$ cat src/rtl/io_bus_sense.sv
// Receive side of the shared 3-line priority I/O bus: synchronise, debounce, decode owner,
// and queue every settled line change as a timestamped event for the host.
module io_bus_sense #(
  parameter int SYNC_STAGES = 2,
  parameter int DEBOUNCE    = 4,
  parameter int DEPTH       = 4,
  parameter int TS_W        = 16
) (
  input  logic            clk,
  input  logic            rst_n,
  input  logic [2:0]      bus_in,
  output logic [2:0]      lines,
  output logic [1:0]      owner,
  output logic            owner_valid,
  output logic            ev_valid,
  input  logic            ev_ready,
  output logic [2:0]      ev_lines,
  output logic [1:0]      ev_owner,
  output logic [TS_W-1:0] ev_time,
  output logic            overflow,
  input  logic            clr_overflow
);

  localparam int CNT_W = (DEBOUNCE > 1) ? $clog2(DEBOUNCE) : 1;
  localparam int PTR_W = $clog2(DEPTH);
  localparam int EV_W  = 3 + 2 + TS_W;
  localparam logic [CNT_W-1:0] CNT_LAST = CNT_W'(DEBOUNCE - 1);
  localparam logic [PTR_W:0]   FULL_CNT = (PTR_W + 1)'(DEPTH);

  // Lowest set index owns the bus; an idle bus reports owner 0.
  function automatic logic [1:0] owner_of(input logic [2:0] l);
    logic [1:0] o;
    o = 2'd0;
    if (l[0])      o = 2'd0;
    else if (l[1]) o = 2'd1;
    else if (l[2]) o = 2'd2;
    return o;
  endfunction

  // ---------------- synchroniser ----------------
  logic [2:0] sync_q [SYNC_STAGES];
  logic [2:0] s;

  always_ff @(posedge clk or negedge rst_n) begin
    if (!rst_n) begin
      for (int i = 0; i < SYNC_STAGES; i++) sync_q[i] <= 3'b000;
    end else begin
      sync_q[0] <= bus_in;
      for (int i = 1; i < SYNC_STAGES; i++) sync_q[i] <= sync_q[i-1];
    end
  end

  assign s = sync_q[SYNC_STAGES-1];

  // ---------------- debounce ----------------
  logic [2:0]       cand;
  logic [CNT_W-1:0] cnt;
  logic             update;

  assign update = (s == cand) && (cand != lines) && (cnt == CNT_LAST);

  always_ff @(posedge clk or negedge rst_n) begin
    if (!rst_n) begin
      cand  <= 3'b000;
      cnt   <= '0;
      lines <= 3'b000;
    end else if (s != cand) begin
      cand <= s;
      cnt  <= '0;
    end else if (cand != lines) begin
      if (cnt == CNT_LAST) begin
        lines <= cand;
        cnt   <= '0;
      end else begin
        cnt <= cnt + CNT_W'(1);
      end
    end else begin
      cnt <= '0;
    end
  end

  assign owner       = owner_of(lines);
  assign owner_valid = |lines;

  // ---------------- timestamp ----------------
  logic [TS_W-1:0] ts;

  always_ff @(posedge clk or negedge rst_n) begin
    if (!rst_n) ts <= '0;
    else        ts <= ts + TS_W'(1);
  end

  // ---------------- event FIFO ----------------
  // Handshake: ev_valid means the head entry is presented on ev_*; the entry is
  // consumed on a rising edge where ev_valid && ev_ready, and ev_* stay stable
  // while ev_valid is high and ev_ready is low.
  logic [EV_W-1:0] mem [DEPTH];
  logic [PTR_W:0]  wr_ptr;
  logic [PTR_W:0]  rd_ptr;
  logic [PTR_W:0]  count;
  logic            full;
  logic            empty;
  logic            pop;
  logic            push;
  logic            drop;
  logic [EV_W-1:0] head;

  assign count = wr_ptr - rd_ptr;
  assign full  = (count == FULL_CNT);
  assign empty = (wr_ptr == rd_ptr);
  assign pop   = !empty && ev_ready;
  // A pop on the same edge frees the slot a full FIFO needs.
  assign push  = update && (!full || pop);
  assign drop  = update && full && !pop;

  always_ff @(posedge clk) begin
    if (push) mem[wr_ptr[PTR_W-1:0]] <= {cand, owner_of(cand), ts};
  end

  always_ff @(posedge clk or negedge rst_n) begin
    if (!rst_n) begin
      wr_ptr <= '0;
      rd_ptr <= '0;
    end else begin
      if (push) wr_ptr <= wr_ptr + (PTR_W + 1)'(1);
      if (pop)  rd_ptr <= rd_ptr + (PTR_W + 1)'(1);
    end
  end

  // A drop on the same edge as a clear keeps the flag set.
  always_ff @(posedge clk or negedge rst_n) begin
    if (!rst_n)            overflow <= 1'b0;
    else if (drop)         overflow <= 1'b1;
    else if (clr_overflow) overflow <= 1'b0;
  end

  assign head     = mem[rd_ptr[PTR_W-1:0]];
  assign ev_valid = !empty;
  assign ev_lines = ev_valid ? head[EV_W-1 -: 3]    : 3'b000;
  assign ev_owner = ev_valid ? head[TS_W+1 -: 2]    : 2'b00;
  assign ev_time  = ev_valid ? head[TS_W-1:0]       : '0;

endmodule

$ cat config.mk
export PLATFORM = sky130hd
export DESIGN_NAME = io_bus_sense
export DESIGN_NICKNAME = d
export VERILOG_FILES = /design/src/rtl/io_bus_sense.sv
export SDC_FILE = /design/constraint.sdc
export NUM_CORES = 1
export LEC_CHECK = 0
export CAP_MARGIN = 20
export CORE_ASPECT_RATIO = 0.6
export CORE_MARGIN = 2
export CORE_UTILIZATION = 58
export DETAILED_ROUTE_END_ITERATION = 7
export PLACE_DENSITY = 0.79
export SYNTH_ARGS = -nofsm -noshare
export SYNTH_HDL_FRONTEND = slang
export SYNTH_SLANG_ARGS = --single-unit
$ cat constraint.sdc
create_clock -name clk -period 4.6 [get_ports clk]
set_input_delay 0.92 -clock clk [delete_from_list [all_inputs] [get_ports clk]]
set_output_delay 0.92 -clock clk [all_outputs]
set_load 0.02 [all_outputs]
==> out/metrics.csv <==
stage,metric,value,unit
floorplanning,coreArea,7910,sq um
synth,yosysTopAreaCellShare,0.530,
global_routing,track_usage,0.217,
floorplanning,ioPinCount,36,
worst_setup_path,max_stage_delay,640,ps
clock_network,cts-resized-gates,0,
global_routing,antenna_found_initial,0,
routing,dr.pass1.iters,4,
worst_setup_path,worst-path-buf-inv,2,
worst_setup_path,crit_path_end_kind,output port,
synth,synthTopCellsByCount,"edfxtp_1, dfrtp_1, and2_1, xnor2_1, mux4_2",
power,p_leak,2.20,nW
synth,synth_area_leaders,"edfxtp_1, dfrtp_1, mux4_2",
clock_network,clkTransAtPathRegs,50,ps
worst_setup_path,cp_top_family,simple AND/OR/NAND/NOR gates,
status,outcome,finished clean,
synth,synthMuxAreaShare,0.112,
sta,hold_viol,0,
clock_network,cts_tree,yes,
floorplanning,fp.dieArea,8980,sq um
synth,synth_compound_area_frac,0.00394,
routing,wl_per_cell,19.2,um
job,maxCapViolations,0,
routing,vias,2385,
synth,yosys.area.top_type,edfxtp_1,
synth,yosys_warnings,0,
min_path,hold_path.class,reg2reg,
synth,post-synth-top-count-cell,edfxtp_1,
sta,min_period_over_period,0.812,
place,dp_slack,1210,ps
layout,diodes,0,
power,ir_worst_vdd,0.494,mV
routing,drc_errors,0,
clock_network,clock_path_buffers,2,
routing,routed_via_density,5.55,
clock_network,cts_setup_buffers,0,
worst_setup_path,cp_data_arrival_time,2820,ps
clock_network,cts.sink_count,121,
synth,yosys.area_share.xor_xnor,0.0460,
worst_setup_path,rr_worst_depth,5,
global_routing,grt_max_degree,38,
worst_setup_path,crit_required,3680,ps
worst_setup_path,worstPathMaxFanout,24,
synth,synthDistinctLibCells,26,
synth,synth_area,4760,sq um
routing,drt_iter0_markers,192,
sta,slew_viol_final,0,
worst_setup_path,slowest_stage,nand3_1,
synth,synth_top_family_by_area,multiplexers,
global_routing,grt_overflow,0,
clock_network,htreeDepth,4,
clock_network,worst_skew_pair.late_latency,410,ps
sta,final.setup.tns,0,ps
sta,fin_worst_skew,5.40,ps
place,place.gp.congestion,0.733,
floorplanning,row_count,25,
floorplanning,die-width,121,um
global_routing,grt_pass1_vias,2492,
synth,async_flop_share,0.306,
layout,n_fill_cell,487,
routing,wl,8240,um
sta,fin_crit,3740,ps
synth,synthSimpleGateAreaFrac,0.0775,
layout,instances_no_fill,430,
clock_network,cts_hold_buffers,0,
routing,antenna_left,0,
synth,synthAdderAreaFrac,0.0236,
worst_setup_path,crit_type,reg2out,
min_path,holdPathStages,0,
sta,relSlewSlack,0.403,
worst_setup_path,cp.depth,5,
sta,rsz0062_at_grt,false,
synth,avgSynthCellArea,18.2,sq um
layout,final_layout_size_suffix_gt1_frac,0.199,
synth,yosys_most_used_dff,edfxtp_1,
sta,fmax,268,MHz
synth,ys_ff_latch,121,
sta,worst_pin_slew,892,ps
global_routing,grt_pass1_wl,13500,um
synth,synth_edf_count,84,
layout,area_delta_synth_final,22.4,%
synth,synth_fp_nets,278,
worst_setup_path,startpoint_type,flop,
sta,setup_slack,865,ps
clock_network,clockRootBuffer,clkbuf_16,
power,power_density,566,nW/um^2
floorplanning,floorplan.initialDensity,0.602,
worst_setup_path,path_cells,inv_1 > ha_1 > nand3_1 > and2_1 > clkdlybuf4s50_1,
layout,num-nets-final,325,
synth,synthCells,262,
place,place_hpwl,4810,um
floorplanning,die_height,74.2,um
clock_network,numCtsBuffers,17,
place,dp.cells,398,
place,port_buffers,35,
synth,yosysSeqAreaShare,0.724,
sta,setup_viol,0,
[final cells by class]
| cell class | instances | area (sq um) | share of cell area |
|---|---|---|---|
| clock inverters | 9 | 121 | 0.0208 |
| multi-input cells | 125 | 1260 | 0.216 |
| repair buffers | 38 | 368 | 0.0631 |
| well taps | 108 | 135 | 0.0232 |
| flip-flops and latches | 121 | 3450 | 0.591 |
| inverters | 6 | 22.5 | 0.00386 |
| clock buffers | 23 | 478 | 0.0820 |
[registers in the layout, summed over array words and instances, names as in the netlist]
| name | cells |
|---|---|
| cand | 3 |
| cnt | 2 |
| lines | 3 |
| mem | 84 |
| overflow | 1 |
| rd_ptr | 3 |
| s | 3 |
| sync_q | 3 |
| ts | 16 |
| wr_ptr | 3 |
[routing by layer]
layer,wire length [um],share of wire,GRT usage,up-vias
li1,-,-,-,1082
met1,3790,0.46,0.299,1231
met2,3860,0.47,0.329,63
met3,506,0.061,0.0828,9
met4,82,0.010,0.0724,0
met5,0,0,0,-
[cell families after synthesis]
family,Yosys count
AO/OA/AOI/OAI,2
XOR/XNOR,25
adder cells (fa/ha/maj),9
buffers and inverters,16
flip-flops,121
multiplexers,26
AND/OR/NAND/NOR,63
[path summary, 6_finish.rpt]
path	endpoint	startpoint	slack (ps)
min in group asynchronous	ts[2]$_DFF_PN0_	rst_n	630
setup reg to reg	mem[1][6]$_DFFE_PP_	cand[0]$_DFFE_PN0P_	2120
setup / recovery	ev_time[2]	wr_ptr[0]$_DFFE_PN0P_	860
hold reg to reg	s[1]$_DFF_PN0_	sync_q[4]$_DFF_PN0_	340
max in group asynchronous	overflow$_DFFE_PN0P_	rst_n	3430
hold / removal	s[1]$_DFF_PN0_	sync_q[4]$_DFF_PN0_	340
[layout by cell type (no fill, tap or decap), types with 4 or more instances in the layout]
cell type and n:
clkbuf_16 17, nand2_1 9, inv_1 6, dfrtp_1 37
clkdlybuf4s50_1 34, clkinv_2 4, edfxtp_1 84, and2_1 22
nand3_1 9, mux4_2 21, xnor2_1 22, ha_1 9
mux2_2 4
[metrics by stage]
stage / power [W] / instance area, sq um / util / hold WS, ps
after floorplan: 0.00171 / 4760 / - / 331
after global placement: 0.00200 / 5230 / 0.661 / 334
after detailed placement: 0.00201 / 5230 / 0.661 / 336
after CTS: 0.00334 / 5830 / 0.737 / 347
after global routing: 0.00342 / 5830 / 0.737 / 354
final: 0.00330 / 5830 / 0.737 / 345
[where the power goes]
group	internal, W	total (W)	switching [W]
Sequential	0.00118	0.00119	0.0000155
Clock	0.000888	0.00132	0.000432
Combinational	0.000401	0.000786	0.000385
Total	0.00247	0.00330	0.000832
(Power assumes the default switching activity.)
